### src/rtl/mux2to1_arb.sv
// mux2to1_arb: round-robin arbiter driving the select line of a 2-to-1 mux.
//
// Two requesters compete for the shared mux output. One channel at a time
// holds a grant for a tenure of HOLD cycles. s_o is driven so the mux passes
// the granted channel (0 -> w0, 1 -> w1). Ties alternate: the channel that
// was not served last wins. Channel 0 wins the first tie after reset.
//
// Parameters:
//   HOLD     tenure length in cycles, 1..255
//   CW       tenure counter width, 2**CW > HOLD
//
// Ports:
//   clk      rising-edge clock
//   rst_n    asynchronous active-low reset
//   req0_i   channel 0 request (level, held until served)
//   req1_i   channel 1 request
//   lock_i   extends the current tenure (only with MUX_ARB_LOCK_EN)
//   s_o      registered mux select
//   gnt0_o   registered channel 0 grant
//   gnt1_o   registered channel 1 grant
//   busy_o   gnt0_o | gnt1_o
//
// Optional feature: define MUX_ARB_LOCK_EN to add lock_i. While lock_i and the
// granted request are high, expiry at cnt == 0 is suppressed. Without it the
// tenure is strictly bounded by HOLD.

module mux2to1_arb #(
  parameter int unsigned HOLD = 4,
  parameter int unsigned CW   = 8
) (
  input  logic clk,
  input  logic rst_n,
  input  logic req0_i,
  input  logic req1_i,
`ifdef MUX_ARB_LOCK_EN
  input  logic lock_i,
`endif
  output logic s_o,
  output logic gnt0_o,
  output logic gnt1_o,
  output logic busy_o
);

  typedef enum logic [1:0] {
    StIdle = 2'd0,
    StG0   = 2'd1,
    StG1   = 2'd2
  } state_e;

  localparam logic [CW-1:0] CntLoad = CW'(HOLD - 1);

  state_e        state_q, state_d;
  logic [CW-1:0] cnt_q, cnt_d;
  logic          last_q, last_d;
  logic          s_q, s_d;

  logic lock_hold;
  logic granted_req;
  logic decide;
  logic pick_valid;
  logic pick_ch;

`ifdef MUX_ARB_LOCK_EN
  assign lock_hold = lock_i;
`else
  assign lock_hold = 1'b0;
`endif

  always_comb begin
    state_d     = state_q;
    cnt_d       = cnt_q;
    last_d      = last_q;
    s_d         = s_q;
    pick_valid  = 1'b0;
    pick_ch     = 1'b0;
    granted_req = (state_q == StG1) ? req1_i : req0_i;

    // Decide in IDLE, on early release, or on expiry (unless locked).
    decide = (state_q == StIdle) || !granted_req || ((cnt_q == '0) && !lock_hold);

    // Priority: lone requester wins; on a tie the channel not served last wins.
    if (req0_i && req1_i) begin
      pick_valid = 1'b1;
      pick_ch    = ~last_q;
    end else if (req0_i) begin
      pick_valid = 1'b1;
      pick_ch    = 1'b0;
    end else if (req1_i) begin
      pick_valid = 1'b1;
      pick_ch    = 1'b1;
    end

    if (decide) begin
      if (pick_valid) begin
        state_d = pick_ch ? StG1 : StG0;
        cnt_d   = CntLoad;
        last_d  = pick_ch;
        s_d     = pick_ch;
      end else begin
        state_d = StIdle;
      end
    end else if (cnt_q != '0) begin
      // Locked at zero: counter holds rather than wrapping.
      cnt_d = cnt_q - CW'(1);
    end
  end

  always_ff @(posedge clk or negedge rst_n) begin
    if (!rst_n) begin
      state_q <= StIdle;
      cnt_q   <= '0;
      last_q  <= 1'b1;
      s_q     <= 1'b0;
    end else begin
      state_q <= state_d;
      cnt_q   <= cnt_d;
      last_q  <= last_d;
      s_q     <= s_d;
    end
  end

  assign s_o    = s_q;
  assign gnt0_o = (state_q == StG0);
  assign gnt1_o = (state_q == StG1);
  assign busy_o = gnt0_o | gnt1_o;

endmodule

### config.mk
export PLATFORM = sky130hd
export DESIGN_NAME = mux2to1_arb
export DESIGN_NICKNAME = d
export VERILOG_FILES = /design/src/rtl/mux2to1_arb.sv
export SDC_FILE = /design/constraint.sdc
export NUM_CORES = 1
export LEC_CHECK = 0
export CAP_MARGIN = 20
export CORE_MARGIN = 2
export CORE_UTILIZATION = 50
export DETAILED_ROUTE_END_ITERATION = 12
export HOLD_SLACK_MARGIN = 0.08
export PLACE_DENSITY = 0.81
export SLEW_MARGIN = 5
export SYNTH_ARGS = -nofsm -noshare
export SYNTH_HDL_FRONTEND = slang
export SYNTH_SLANG_ARGS = --single-unit
### constraint.sdc
create_clock -name clk -period 3 [get_ports clk]
set_input_delay 0.3 -clock clk [delete_from_list [all_inputs] [get_ports clk]]
set_output_delay 0.3 -clock clk [all_outputs]
set_load 0.03 [all_outputs]
### After elaboration in Yosys (flattened, before gate mapping)

Index checks and enable logic that the tools add are counted.

* register bits: 12
* latch bits: 0
* bits in writable memories: 0
* memory bits (read-only): 0
* input port bits: 4
* memories kept: 0

* add/sub/neg operators: 1
* multipliers: 0
* divide/modulo/power cells: 0
* order comparisons: 0
* eq/ne operators: 3
* shifts and indexed selects: 0
* multiplexer cells: 11
* bitwise operators: 2
* reductions and logical operators: 10

Operators with widths (number)
* 2-to-1 mux 8 bit: 3
* zero test 8 bit: 1
* nonzero test 8 bit: 1
* subtractor 8 x 1 -> 8 bit, second input constant: 1
* 2-to-1 mux 1 bit: 6
* 2-to-1 mux 2 bit: 2
* AND reduction 2 bit: 2
* == test 2 x 1 -> 1 bit, second input constant: 1
* == test 2 bit, second input constant: 1
* zero test 2 bit: 1
* logical OR 1 bit: 2
* inequality test 2 x 1 -> 1 bit, second input constant: 1
* nonzero test 2 bit: 1
* logical AND 1 bit: 1
* zero test 1 bit: 1
* inverter 1 bit: 1
* bitwise OR 1 bit: 1

### Depth between registers and ports, before layout

Gate-level depths: netlist of the first run.

* depth in word-level cells: 7
* depth in mapped cells: 7
* mapped depth without buffers: 6

### Worst setup path before layout of the first run

OpenSTA, ideal clock, no wires.

* path kind: flip-flop to flip-flop
* start point: register state_q[0]
* end point: register cnt_q[5]
* library setup time: 0.133 ns
* data arrival time: 1.567 ns
* path slack: 1.300 ns
* stages on the path, launching flop included: 8
* path buffers: 1
* path through: dfrtp_1 > inv_1 > ha_1 > mux2i_1 > a211oi_2 > buf_6 > a31oi_1 > a31oi_1

* longest elaborated chain between the ends: 7
* elaborated cells between the ends (all ways): 10

Ends and longest elaborated chain
* start: declaration: RTL line 52 `state_e state_q, state_d;`
* start signal: assignment: RTL line 110 `state_q <= StIdle;`
* start signal: assignment: RTL line 115 `state_q <= state_d;`
* == test 2 bit (*)
* named net gnt1_o: RTL line 40 `output logic gnt1_o,`
* 2-to-1 mux 1 bit (*): RTL line 76 `granted_req = (state_q == StG1) ? req1_i : req0_i;`
* zero test 1 bit (*): RTL line 79 `decide = (state_q == StIdle) || !granted_req || ((cnt_q == '0) && !lock_hold);`
* logical OR 1 bit (*) (2 in series): RTL line 79
* inequality test 2 x 1 -> 1 bit (no line) or nonzero test 2 bit (tied branches)
* AND reduction 2 bit (no line)
* end signal: assignment: RTL line 116 `cnt_q <= cnt_d;`
* end: declaration: RTL line 53 `logic [CW-1:0] cnt_q, cnt_d;`

Mark *: on every way through the listed nets, which the timed path passes. The rest lies on a longest branch.
A chain may end at the register's enable or synchronous reset.

### Worst setup path after layout of the first run

* start point: register cnt_q[0]
* end point: register cnt_q[7]

* longest elaborated chain between the ends: 4
* elaborated cells between the ends (all ways): 9

Ends and longest elaborated chain
* parallel branches: the longest is 4 deep, another holds subtractor 8 x 1 -> 8 bit

Several ways; the timed one is not identified. The select of a mux whose other input is x is not followed.

==> flow_summary.ini, run 1 <==
[grt]
grt_pass1_vias = 459
grtUsageTotal_pct = 18.5
antenna_found_initial = 0
globalRouteOverflowTotal = 0
grt_pass1_wl_um = 1970
grt_max_degree = 14

[clock_network]
cts-buffers-inserted = 3
clk_pin_slew_ns = 0.08
root_buffer = clkbuf_4
cts_max_level = 1
cts.sinks = 12
cts_setup_buffers = 0
holdBufCountCts = 0
cts_tree = done
cts_buffer_depth = 2
clk_latency_ns = 0.27
cts_resized = 0

[route]
drt_wl_total_um = 1240
drt-wirelength-per-cell_um = 13.1
drt_iter0_markers = 27
vias = 542
drc_errors = 0
dr.pass1.iters = 4
post_drt_via_cell_ratio = 5.77
ant_nets = 0

[logic_synthesis]
ys.flop_type = dfrtp_1
yosys_warnings = 0
synthArstFlopShare_pct = 100
ys_top_cells_by_count = 11 x dfrtp_1, 7 x a31oi_1, 6 x nand2_1, 6 x nor2_1
yosysMostFrequentCell = dfrtp_1
ys_ff_latch = 12
synth_cell_type_count = 25
synth_top_area_cell = dfrtp_1
synth_fp_nets = 79
syn_avg_cell_area_sq_um = 9.76
syn_area_sq_um = 683
synth_top_area_share_pct = 40.3
syn_inst = 70
synth-edff-count = 0
synthTopCellsByArea = dfrtp_1 40%, ha_1 9.2%, a31oi_1 6.4%
synth-seq-area-share_pct = 44.1

[final_layout]
multi_input_area_sq_um = 348
insertedDiodeCount = 0
seq_area_sq_um = 302
nets = 89
drive_gt1_share_pct = 11.4
area_growth_pct = 14.7
num-fill-cells = 109

[critical_path]
worstPathRequired_ns = 3.19
arrival_ns = 2.20
critPathLaunchType = flop
criticalPathCategory = flop to flop
cp_max_fo = 13
crit_path_end_kind = flop

[sta]
maxSlewViolCount = 0
rsz0062_at_grt = false
setup_tns_ns = 0
fmax_mhz = 499
layout_worst_path_cycle_share_pct = 66.8
slew_headroom_pct = 49.8
finalHoldViolCount = 0
fin_hold_ws_ns = 0.377
setup_viol_count_final = 0
min_period_ns = 2.00
max_slew.worst_pin.slew_ns = 0.752
clock-skew-final_ns = 0.00601
worst_slack_ns = 0.997

[job]
drv_cap = 0

[power_and_ir_drop]
total_power_uw = 788
p_leak_nw = 0.361
p_per_area_nw_per_um2 = 1010
ir_drop_mv = 0.564

[placement]
gp_congestion = 0.797
io_buffer_count = 7
post-place-ws_ns = 0.909
dp_hpwl_um = 909

[die]
die_area_sq_um = 1680
die_h_um = 41.0
fp.coreArea_sq_um = 1280
fp.dieW_um = 41.0
num_rows = 13
start_util_pct = 53.2
num_io_pins = 8

[status]
status = finished clean

[worst_hold_path]
min_path_type = input port to asynchronous set/reset pin
[power by group]
| group | switching (mW) | leakage (nW) | internal, mW |
|---|---|---|---|
| Combinational | 0.232 | 0.196 | 0.167 |
| Sequential | 0.0602 | 0.149 | 0.225 |
| Clock | 0.0522 | 0.0150 | 0.0514 |
| Total | 0.344 | 0.361 | 0.443 |
[critical path, stage by stage (launching register included)]
cell and delay (ns):
dfrtp_1 0.43, inv_1 0.09, ha_1 0.20, nor3b_1 0.16, a211oi_2 0.67, a31oi_1 0.19
a31oi_1 0.18
[through the flow]
stage                     util, %  cell area (sq um)  cells
final                        61.0                783     94
after global routing         61.0                783     94
after CTS                    61.0                783     94
after detailed placement     58.9                757     90
after global placement       58.9                757     90
after floorplan                 -                683     70
[state kept, by name (all words and copies together), names as in the netlist]
signal   cells
state_q      2
s_o          1
last_q       1
cnt_q        8
[cells by family (layout without fill, tap and decap cells)]
group,after synthesis,in the layout,share of synthesized area (%)
compound gates,22,22,22.2
fa+ha+maj,5,5,9.16
simple gates,23,23,18.1
mux,1,1,1.47
flops,12,12,44.1
buf+inv,7,16,4.94
[layer usage]
| layer | wire length [um] | GRT usage, % | up-vias | part of all wire, % |
|---|---|---|---|---|
| li1 | - | - | 275 | - |
| met1 | 612 | 25.6 | 256 | 50 |
| met2 | 560 | 25.8 | 9 | 45 |
| met3 | 51 | 6.52 | 2 | 4.1 |
| met4 | 10 | 7.50 | 0 | 0.81 |
| met5 | 0 | 0 | - | 0 |
[cell usage in the layout (no fill, tap or decap), drive strengths merged]
cell type and instances:
o21ai 4, ha 5, dfstp 1, nor2b 1, mux2i 1, a211oi 1
nand3 3, o211ai 1, a21oi 3, nand2 6, a22o 2, clkdlybuf4s50 7
nor3 3, a31oi 7, dfrtp 11, inv 5, nor2 6, nor4 1
a21o 1, a211o 2, a22oi 1, or2 1, clkbuf 4, nor3b 2
[final timing paths]
kind | slack (ns) | end | cells after the start | startpoint
max reg2reg | 1.0 | cnt_q[7]$_DFFE_PN0P_ | 6 | cnt_q[0]$_DFFE_PN0P_
max | 1.0 | cnt_q[7]$_DFFE_PN0P_ | 6 | cnt_q[0]$_DFFE_PN0P_
max in group asynchronous | 2.25 | last_q$_DFFE_PN1P_ | 1 | rst_n
min in group clk | 0.51 | cnt_q[7]$_DFFE_PN0P_ | 1 | cnt_q[7]$_DFFE_PN0P_
min | 0.38 | cnt_q[7]$_DFFE_PN0P_ | 1 | rst_n
min reg2reg | 0.51 | cnt_q[7]$_DFFE_PN0P_ | 1 | cnt_q[7]$_DFFE_PN0P_
[layout make-up]
cell class,count,area share [%]
Multi-Input combinational cell,51,44.4
Sequential cell,12,38.5
Timing Repair Buffer,7,8.95
Clock buffer,4,3.35
Inverter,5,2.40
Tap cell,15,2.40
(Power assumes the default switching activity.)
==> run 2, diff against run 1 <==
==> constraint.sdc (replaced) <==
create_clock -name clk -period 1.97 [get_ports clk]
set_input_delay 0.197 -clock clk [delete_from_list [all_inputs] [get_ports clk]]
set_output_delay 0.197 -clock clk [all_outputs]
set_load 0.03 [all_outputs]
==> run 2 against run 1 <==
  * Sequential share of layout area fell by 0.84 points
  * Via count up 8.1%
  * Cell count grew 1.1%
  * Register-to-register slack worse by 0.77 ns
  * Sequential power increased by 54%
  * Clock power up 95%
  * Non-clock buffer count is 1 higher
  * Total power increased by 63%
  * Hold slack worse by 0.11 ns
  * Clock skew decreased by 0.0057 ns
==> flow_summary.ini, run 2 (synthesis results as in run 1) <==
[final_layout]
utilization_pct = 62.3
drive_gt1_share_pct = 13.8
final_common_cell = dfrtp_1
nets = 90
area_growth_pct = 17.2
largest-register = cnt_q
reg_top3 = cnt_q x8, state_q x2
num-fill-cells = 111
largest_reg_flops = 8
mostFrequentLayoutCells = 11 x dfrtp_1, 7 x a31oi_1, 7 x clkdlybuf4s50_1, 6 x nor2_1, 6 x nand2_1
insertedDiodeCount = 0

[grt]
grt_pass1_vias = 587
grtUsageTotal_pct = 22.6
antenna_found_initial = 0
grt_max_degree = 14
grt_pass1_wl_um = 2460
globalRouteOverflowTotal = 0

[critical_path]
cp_max_fo = 3
crit_path_end_kind = output pin
r2r-start = cnt_q[0]$_DFFE_PN0P_
reg2reg_depth = 6
criticalPathCategory = flop to output pin
ff2ff_setup_slack_ns = 0.23
r2r_end = cnt_q[2]$_DFFE_PN0P_
arrival_ns = 1.69
worstPathRequired_ns = 1.77
critPathLaunchType = flop

[sta]
min_period_ns = 1.89
fmax_mhz = 530
clock-skew-final_ns = 0.000263
setup_viol_count_final = 0
rsz0062_at_grt = false
maxSlewViolCount = 0
setup_tns_ns = 0
finalHoldViolCount = 0
layout_worst_path_cycle_share_pct = 95.8
fin_hold_ws_ns = 0.269
max_slew.worst_pin.slew_ns = 0.542
slew_headroom_pct = 63.8

[power_and_ir_drop]
ir_drop_mv = 0.882
p_per_area_nw_per_um2 = 1600
swShare_pct = 43.6
clkPwrFrac_pct = 15.8
combPwrFrac_pct = 49.9
pwr-share-seq_pct = 34.3
p_int_uw = 722
p_leak_nw = 0.372
power.switching_uw = 559

[clock_network]
root_buffer = clkbuf_4
cts_resized = 0
cts.sinks = 12
cts_tree = done
clk_latency_ns = 0.27
cts-buffers-inserted = 3
cts_max_level = 1
cts_buffer_depth = 2
holdBufCountCts = 0
clk_pin_slew_ns = 0.08
cts_setup_buffers = 0

[route]
drc_errors = 0
drt_iter0_markers = 17
dr.pass1.iters = 4
met3_length_um = 76
wl_met2_um = 679
ant_nets = 0
vias = 586
drt-wirelength-per-cell_um = 15.1
drt_wl_total_um = 1430
wl_met1_um = 636
post_drt_via_cell_ratio = 6.17
highest_layer = met4

[die]
fp.dieW_um = 41.0
num_rows = 13
fp.coreArea_sq_um = 1280
die_h_um = 41.0
die_area_sq_um = 1680
start_util_pct = 53.2
num_io_pins = 8

[placement]
dp_hpwl_um = 1040
io_buffer_count = 7
gp_congestion = 0.834

[status]
status = finished clean

[worst_hold_path]
min_path_type = input port to asynchronous set/reset pin

[job]
drv_cap = 0
## run 2: worst max-delay path by stage
stage                     cells past startpoint  slack [ns]                    to              startpoint
after detailed placement                      6        0.28  cnt_q[6]$_DFFE_PN0P_                  req1_i
after floorplan                               7        0.27  cnt_q[5]$_DFFE_PN0P_  state_q[0]$_DFFE_PN0N_
final                                         3        0.08                busy_o  state_q[0]$_DFFE_PN0N_
after global routing                          3        0.03                busy_o  state_q[0]$_DFFE_PN0N_
after global placement                        7        0.32  cnt_q[4]$_DFFE_PN0P_    cnt_q[0]$_DFFE_PN0P_
after CTS                                     3        0.08                busy_o  state_q[0]$_DFFE_PN0N_
## run 2: critical path, cell delays in order, from the launching register on
cell and delay [ns]:
dfrtp_1 0.39, inv_1 0.08, ha_1 0.29, clkdlybuf4s50_1 0.66
## run 2: area by class of cell
class	count	area [sq um]	share of cell area, %
multi-input cells	51	348	43.4
flip-flops and latches	12	302	37.7
repair buffers	8	77.6	9.69
clock buffers	4	36.3	4.53
inverters	5	18.8	2.34
well taps	15	18.8	2.34
## run 2: through the flow
stage	power (mW)	worst slack (ns)	std cells	area, sq um
floorplan	0.897	0.270	70	683
global placement	1.05	0.319	91	764
detailed placement	1.08	0.277	91	764
CTS	1.28	0.0787	95	801
global route	1.38	0.0273	95	801
finish	1.28	0.0837	95	801
## run 2: power groups by stage
stage                     sequential (mW)  combinational (mW)  clock [mW]
after global placement              0.437               0.613           0
final                               0.439               0.639       0.203
after global routing                0.452               0.709       0.214
after CTS                           0.438               0.641       0.202
after detailed placement            0.442               0.636           0
after floorplan                     0.437               0.460           0
## run 2: routing by layer
| metal | vias to the layer above | GRT usage (%) |
|---|---|---|
| li1 | 275 | - |
| met1 | 283 | 27.2 |
| met2 | 20 | 37.1 |
| met3 | 8 | 5.43 |
| met4 | 0 | 10.8 |
| met5 | - | 0 |
==> run 3, diff against run 2 <==
--- a/config.mk
+++ b/config.mk
@@ -11,7 +11,6 @@
 export DETAILED_ROUTE_END_ITERATION = 12
 export HOLD_SLACK_MARGIN = 0.08
 export PLACE_DENSITY = 0.81
-export SLEW_MARGIN = 5
 export SYNTH_ARGS = -nofsm -noshare
 export SYNTH_HDL_FRONTEND = slang
 export SYNTH_SLANG_ARGS = --single-unit
==> results of run 3 <==
Same layout as run 2: the final DEF is identical, and so are final timing and power.
